===== src/rtl/bpt_pkg.sv =====
// Shared types and defaults for the branch prediction table update scheduler.
package bpt_pkg;

    localparam int BPT_PC_W  = 32;
    localparam int BPT_IDX_W = 11;

    // Counter value a swept entry is forced to (strongly not taken).
    localparam logic [1:0] BPT_CLEAR_STATE = 2'b00;

    typedef enum logic [1:0] {
        RUN,
        DRAIN,
        SWEEP
    } bpt_ctrl_state_t;

    typedef struct packed {
        logic [BPT_PC_W-1:0] pc;
        logic                taken;
    } bpt_upd_t;

endpackage


===== src/rtl/bpt_upd_fifo.sv =====
// Update FIFO: up to two pushes and one pop per cycle; push slot 0 is the older entry.
module bpt_upd_fifo
    import bpt_pkg::*;
#(
    parameter  int DEPTH = 4,
    localparam int AW    = $clog2(DEPTH),
    localparam int CW    = AW + 1
) (
    input  logic          CLK,
    input  logic          nRST,
    input  logic [1:0]    push,
    input  bpt_upd_t      push_data0,
    input  bpt_upd_t      push_data1,
    input  logic          pop,
    output bpt_upd_t      head,
    output logic          empty,
    output logic [CW-1:0] count
);

    bpt_upd_t        mem_reg [DEPTH];
    logic [AW-1:0]   wr_ptr_reg;
    logic [AW-1:0]   rd_ptr_reg;
    logic [CW-1:0]   count_reg;
    logic [AW-1:0]   slot1;
    logic            pop_ok;

    // The second pushed entry lands behind the first only if the first was written.
    assign slot1  = wr_ptr_reg + AW'(push[0]);
    assign pop_ok = pop & (count_reg != '0);

    always_ff @(posedge CLK) begin
        if (push[0]) mem_reg[wr_ptr_reg] <= push_data0;
        if (push[1]) mem_reg[slot1]      <= push_data1;
    end

    always_ff @(posedge CLK or negedge nRST) begin
        if (!nRST) begin
            wr_ptr_reg <= '0;
            rd_ptr_reg <= '0;
            count_reg  <= '0;
        end else begin
            wr_ptr_reg <= wr_ptr_reg + AW'(push[0]) + AW'(push[1]);
            rd_ptr_reg <= rd_ptr_reg + AW'(pop_ok);
            count_reg  <= count_reg + CW'(push[0]) + CW'(push[1]) - CW'(pop_ok);
        end
    end

    assign head  = mem_reg[rd_ptr_reg];
    assign empty = (count_reg == '0);
    assign count = count_reg;

endmodule


===== src/rtl/bpt_update_ctrl.sv =====
// Scheduler for the branch prediction table update port: buffers resolutions, drains, and sweeps.
// Optional stats counters are enabled by defining BPT_UPDATE_STATS_EN.
module bpt_update_ctrl
    import bpt_pkg::*;
#(
    parameter int PC_W  = BPT_PC_W,
    parameter int IDX_W = BPT_IDX_W,
    parameter int DEPTH = 4
) (
    input  logic            CLK,
    input  logic            nRST,
    input  logic [1:0]      res_valid,
    input  logic [2*PC_W-1:0] res_pc,
    input  logic [1:0]      res_taken,
    output logic [1:0]      res_ready,
    input  logic            clear_req,
    output logic            busy,
    output logic            sweep_done,
    output logic            bpt_enable,
    output logic [PC_W-1:0] bpt_pc,
    output logic            bpt_taken,
    output logic            bpt_clear,
    input  logic            bpt_pred_correct
`ifdef BPT_UPDATE_STATS_EN
    ,
    output logic [31:0]     stat_updates,
    output logic [31:0]     stat_mispredicts
`endif
);

    localparam int CW = $clog2(DEPTH) + 1;

    bpt_ctrl_state_t  state_reg, state_next;
    logic             rr_reg, rr_next;
    logic [IDX_W-1:0] idx_reg, idx_next;

    logic [1:0]       push;
    logic             pop;
    bpt_upd_t         push_data0, push_data1, head;
    logic             empty;
    logic [CW-1:0]    count;

    always_comb begin
        push_data0.pc    = BPT_PC_W'(res_pc[PC_W-1:0]);
        push_data0.taken = res_taken[0];
        push_data1.pc    = BPT_PC_W'(res_pc[2*PC_W-1:PC_W]);
        push_data1.taken = res_taken[1];
    end

    assign push = res_valid & res_ready;

    bpt_upd_fifo #(.DEPTH(DEPTH)) u_fifo (
        .CLK        (CLK),
        .nRST       (nRST),
        .push       (push),
        .push_data0 (push_data0),
        .push_data1 (push_data1),
        .pop        (pop),
        .head       (head),
        .empty      (empty),
        .count      (count)
    );

    always_comb begin
        state_next = state_reg;
        rr_next    = rr_reg;
        idx_next   = idx_reg;
        res_ready  = 2'b00;
        pop        = 1'b0;
        bpt_enable = 1'b0;
        bpt_clear  = 1'b0;
        bpt_taken  = 1'b0;
        bpt_pc     = '0;
        sweep_done = 1'b0;

        case (state_reg)
            RUN: begin
                // Ready uses only the registered count, so a same-cycle pop never opens a slot.
                if (count <= CW'(DEPTH - 2)) begin
                    res_ready = 2'b11;
                end else if (count == CW'(DEPTH - 1)) begin
                    if (res_valid == 2'b11) begin
                        res_ready = rr_reg ? 2'b10 : 2'b01;
                        rr_next   = ~rr_reg;
                    end else if (res_valid[1]) begin
                        res_ready = 2'b10;
                    end else begin
                        res_ready = 2'b01;
                    end
                end
                pop = ~empty;
                if (clear_req) state_next = DRAIN;
            end
            DRAIN: begin
                pop = ~empty;
                if (empty || count == CW'(1)) state_next = SWEEP;
            end
            SWEEP: begin
                bpt_enable = 1'b1;
                bpt_clear  = 1'b1;
                bpt_pc     = PC_W'({idx_reg, 2'b00});
                idx_next   = idx_reg + 1'b1;
                if (&idx_reg) begin
                    sweep_done = 1'b1;
                    idx_next   = '0;
                    state_next = RUN;
                end
            end
            default: state_next = RUN;
        endcase

        if (state_reg != SWEEP && !empty) begin
            bpt_enable = 1'b1;
            bpt_pc     = PC_W'(head.pc);
            bpt_taken  = head.taken;
        end
    end

    assign busy = (state_reg != RUN);

    always_ff @(posedge CLK or negedge nRST) begin
        if (!nRST) begin
            state_reg <= RUN;
            rr_reg    <= 1'b0;
            idx_reg   <= '0;
        end else begin
            state_reg <= state_next;
            rr_reg    <= rr_next;
            idx_reg   <= idx_next;
        end
    end

`ifdef BPT_UPDATE_STATS_EN
    logic [31:0] stat_updates_reg;
    logic [31:0] stat_mispredicts_reg;
    logic        drain_wr;

    assign drain_wr = bpt_enable & ~bpt_clear;

    always_ff @(posedge CLK or negedge nRST) begin
        if (!nRST) begin
            stat_updates_reg     <= '0;
            stat_mispredicts_reg <= '0;
        end else if (drain_wr) begin
            if (stat_updates_reg != '1)
                stat_updates_reg <= stat_updates_reg + 32'd1;
            if (!bpt_pred_correct && stat_mispredicts_reg != '1)
                stat_mispredicts_reg <= stat_mispredicts_reg + 32'd1;
        end
    end

    assign stat_updates     = stat_updates_reg;
    assign stat_mispredicts = stat_mispredicts_reg;
`else
    logic unused_pred_correct;
    assign unused_pred_correct = bpt_pred_correct;
`endif

endmodule


===== config.mk =====
export PLATFORM = sky130hd
export DESIGN_NAME = bpt_update_ctrl
export DESIGN_NICKNAME = d
export VERILOG_FILES = /design/src/rtl/bpt_pkg.sv /design/src/rtl/bpt_upd_fifo.sv /design/src/rtl/bpt_update_ctrl.sv
export SDC_FILE = /design/constraint.sdc
export NUM_CORES = 1
export LEC_CHECK = 0
export CORE_AREA = 2 2 125 127
export CTS_CLUSTER_DIAMETER = 60
export CTS_CLUSTER_SIZE = 10
export DETAILED_ROUTE_END_ITERATION = 6
export DIE_AREA = 0 0 127 129
export PLACE_DENSITY = 0.86
export SYNTH_ARGS = -nofsm -noshare
export SYNTH_HDL_FRONTEND = slang
export SYNTH_SLANG_ARGS = --single-unit

===== constraint.sdc =====
create_clock -name CLK -period 5.2 [get_ports CLK]
set_input_delay 1.04 -clock CLK [delete_from_list [all_inputs] [get_ports CLK]]
set_output_delay 1.04 -clock CLK [all_outputs]
set_load 0.02 [all_outputs]

==> run summary <==
Fmax: 240 MHz
Count of state elements after synthesis: 153
Setup slack after layout: 1.03 ns
H-tree depth: 4
Final wirelength: 18.3 mm
Synth-to-Final Area Change: 24.1%
Internal power: 3550 uW
CTS tree: built
Multi-input gate area: 0.00344 mm^2
Worst Path Required: 5.37 ns
Switch Pwr: 1780 uW
Vias: 4785
Clock Tree Buf Depth: 2
Layout cell share with drive strength beyond 1: 0.276
Max-Cap Viols: 0
Synth top area cells: edfxtp_1, mux2_4, mux4_2
Resized Gates After CTS: 0
First drt pass iteration count: 7
# IOs: 111
Clock skew after layout: 0.00849 ns
Final setup fails: 0
Worst setup EP type: flop
Synthesized Nets: 557
Worst slack at placement: 0.663 ns
Synthesis Warnings: 0
Number of synthesized flops with an enable pin: 132
Placed cell count: 765
Global route overflow: 0
Setup crit start kind: input pin
Final hold vios: 0
Number of port buffers: 109
Min Clock Period, post-route: 4.17 ns
Overall power: 5340 uW
Die Y: 129 um
Post-CTS setup buffers: 0
Largest net degree at the start of global routing: 34
Reg power frac: 0.328
Sum of negative setup slack: 0 ns
Net Sw Frac: 0.334
DP HPWL: 11.4 mm
Tot GR Track Use: 0.233
Pins over their slew limit: 0
Post-CTS Hold Buffers: 0
Number of buffers created by CTS: 17
Clock Latency Late Sink: 0.43 ns
GP Congestion: 0.878
# fillers: 987
Status: completed
Global-route wire length before repair: 28.4 mm
Synth area leader: edfxtp_1
Reg clk slew, reported paths: 0.06 ns
Synthesized area per cell: 16.9 um^2
PwrDens: 532 mW/mm^2
Pleak: 0.00359 uW
Routed length per instance: 23.0 um
Sequential-to-total area share from yosys stat: 0.555
Clock power frac: 0.245
DRC marker count from the first detailed-route iteration: 261
Crit Path Class: in2reg
RSZ-0062 raised after global routing: no
Number of remaining DRC errors: 0
Number of global-route vias before repair: 5209
Worst Tran Pin Value: 0.957 ns
Layout Cells excl Fill: 797
Primary FF master, synth: edfxtp_1
Crit share post-route: 0.802
Die area: 0.0164 mm^2
Clock root cell: clkbuf_16
Die Span X: 127 um
Cell count after synthesis: 477
Worst VDD drop: 0.298 mV
Via density: 6.00
Initial antenna violation count: 1
Top-area cell type share of the netlist area: 0.490
Synth Cell Area: 0.00808 mm^2
Clock Sinks: 153
Storage element area: 0.00449 mm^2
Asr flop ratio synth: 0.137
Hold Path Class: reg2reg
Antenna viol nets, final: 0
Max reg flops: 132
Fin nets: 676
Core area: 0.0150 mm^2
Crit path max fanout: 33
Yosys cell types: 49
Combinational share of power: 0.427
Row cnt: 45
Worst Path Arrival: 4.34 ns
Final core occ: 0.670
Max-slew headroom: 0.360
Starting Density: 0.540
cells by family (layout without fill, tap and decap cells):
family | count (synthesis) | after routing | synth area share
flip-flops | 153 | 153 | 0.555
adder cells (fa/ha/maj) | 8 | 8 | 0.0142
buffers and inverters | 35 | 166 | 0.0265
XOR/XNOR | 14 | 14 | 0.0152
AO/OA/AOI/OAI | 28 | 28 | 0.0294
other | 0 | 1 | 0
multiplexers | 166 | 166 | 0.304
AND/OR/NAND/NOR | 73 | 73 | 0.0554
per-stage QoR:
step	cell area [um^2]	hold slack (ns)
3_3_place_gp	9420	0.474
6_report	10000	0.493
4_1_cts	10000	0.489
5_1_grt	10000	0.519
3_5_place_dp	9420	0.481
2_1_floorplan	8080	0.458
area by class of cell:
class | count | share of cell area
sequential | 153 | 0.448
multi-input combinational | 289 | 0.343
timing repair buffer | 124 | 0.120
clock buffer | 20 | 0.0435
tap | 188 | 0.0234
clock inverter | 11 | 0.0177
inverter | 11 | 0.00412
antenna | 1 | 0.000249
placed cells by master, fill, tap and decap left out, drive strengths merged, types with 3 or more instances in the layout:
cell type and count:
a22o 11, and2 23, and3 3, buf 15, bufinv 5, clkbuf 20
clkdlybuf4s50 109, clkinv 6, dfrtp 21, edfxtp 132, ha 6, inv 11
mux2 132, mux4 33, nand2 12, nand2b 3, nand3 3, nand4 5
nor2 13, nor2b 3, nor3 3, nor4 3, o21ai 3, xnor2 10
xor2 4
worst max-delay path, stage by stage:
cell,delay [ns]
clkdlybuf4s50_1,0.65
a31oi_1,0.14
o211ai_1,0.19
buf_4,0.22
inv_1,0.09
ha_1,0.22
xnor2_1,0.44
nand2_1,0.25
nor3_4,0.17
buf_4,0.50
mux2_2,0.41
power groups by stage:
stage | clock network (uW) | registers (uW) | logic (uW)
finish | 1310 | 1750 | 2280
global route | 1370 | 1770 | 2430
CTS | 1320 | 1750 | 2300
detailed placement | 0 | 1770 | 2270
global placement | 0 | 1750 | 2220
floorplan | 0 | 1700 | 1440
synth_stat cells, drive strengths merged, types with 3 or more instances:
cell type	count
o21ai	3
nor2	13
xor2	4
a22o	11
mux2	132
nor3	3
nand2b	3
xnor2	10
inv	11
edfxtp	132
and3	3
clkbuf	8
dfrtp	21
nand2	12
nor2b	3
nand3	3
buf	16
nand4	5
and2	23
nor4	3
mux4	33
ha	6
worst paths after layout:
| kind | slack [ns] | depth (start not counted) | start | endpoint |
|---|---|---|---|---|
| max in group asynchronous | 3.40 | 1 | nRST | u_fifo.rd_ptr_reg[0]$_DFF_PN0_ |
| max | 1.03 | 11 | res_valid[1] | u_fifo.mem_reg[1][1]$_DFFE_PP_ |
| min | 0.49 | 1 | rr_reg$_DFFE_PN0P_ | rr_reg$_DFFE_PN0P_ |
| max reg2reg | 1.60 | 11 | u_fifo.count[1]$_DFF_PN0_ | u_fifo.mem_reg[1][1]$_DFFE_PP_ |
| min in group asynchronous | 1.15 | 1 | nRST | u_fifo.count[2]$_DFF_PN0_ |
| min reg2reg | 0.49 | 1 | rr_reg$_DFFE_PN0P_ | rr_reg$_DFFE_PN0P_ |
routing by layer:
| layer | wire [um] | up-vias | part of all wire | global-route usage |
|---|---|---|---|---|
| li1 | - | 2111 | - | - |
| met5 | 0 | - | 0 | 0 |
| met1 | 7020 | 2448 | 0.38 | 0.274 |
| met2 | 9670 | 181 | 0.53 | 0.403 |
| met3 | 1040 | 45 | 0.057 | 0.0561 |
| met4 | 578 | 0 | 0.032 | 0.116 |
(Power assumes the default switching activity.)
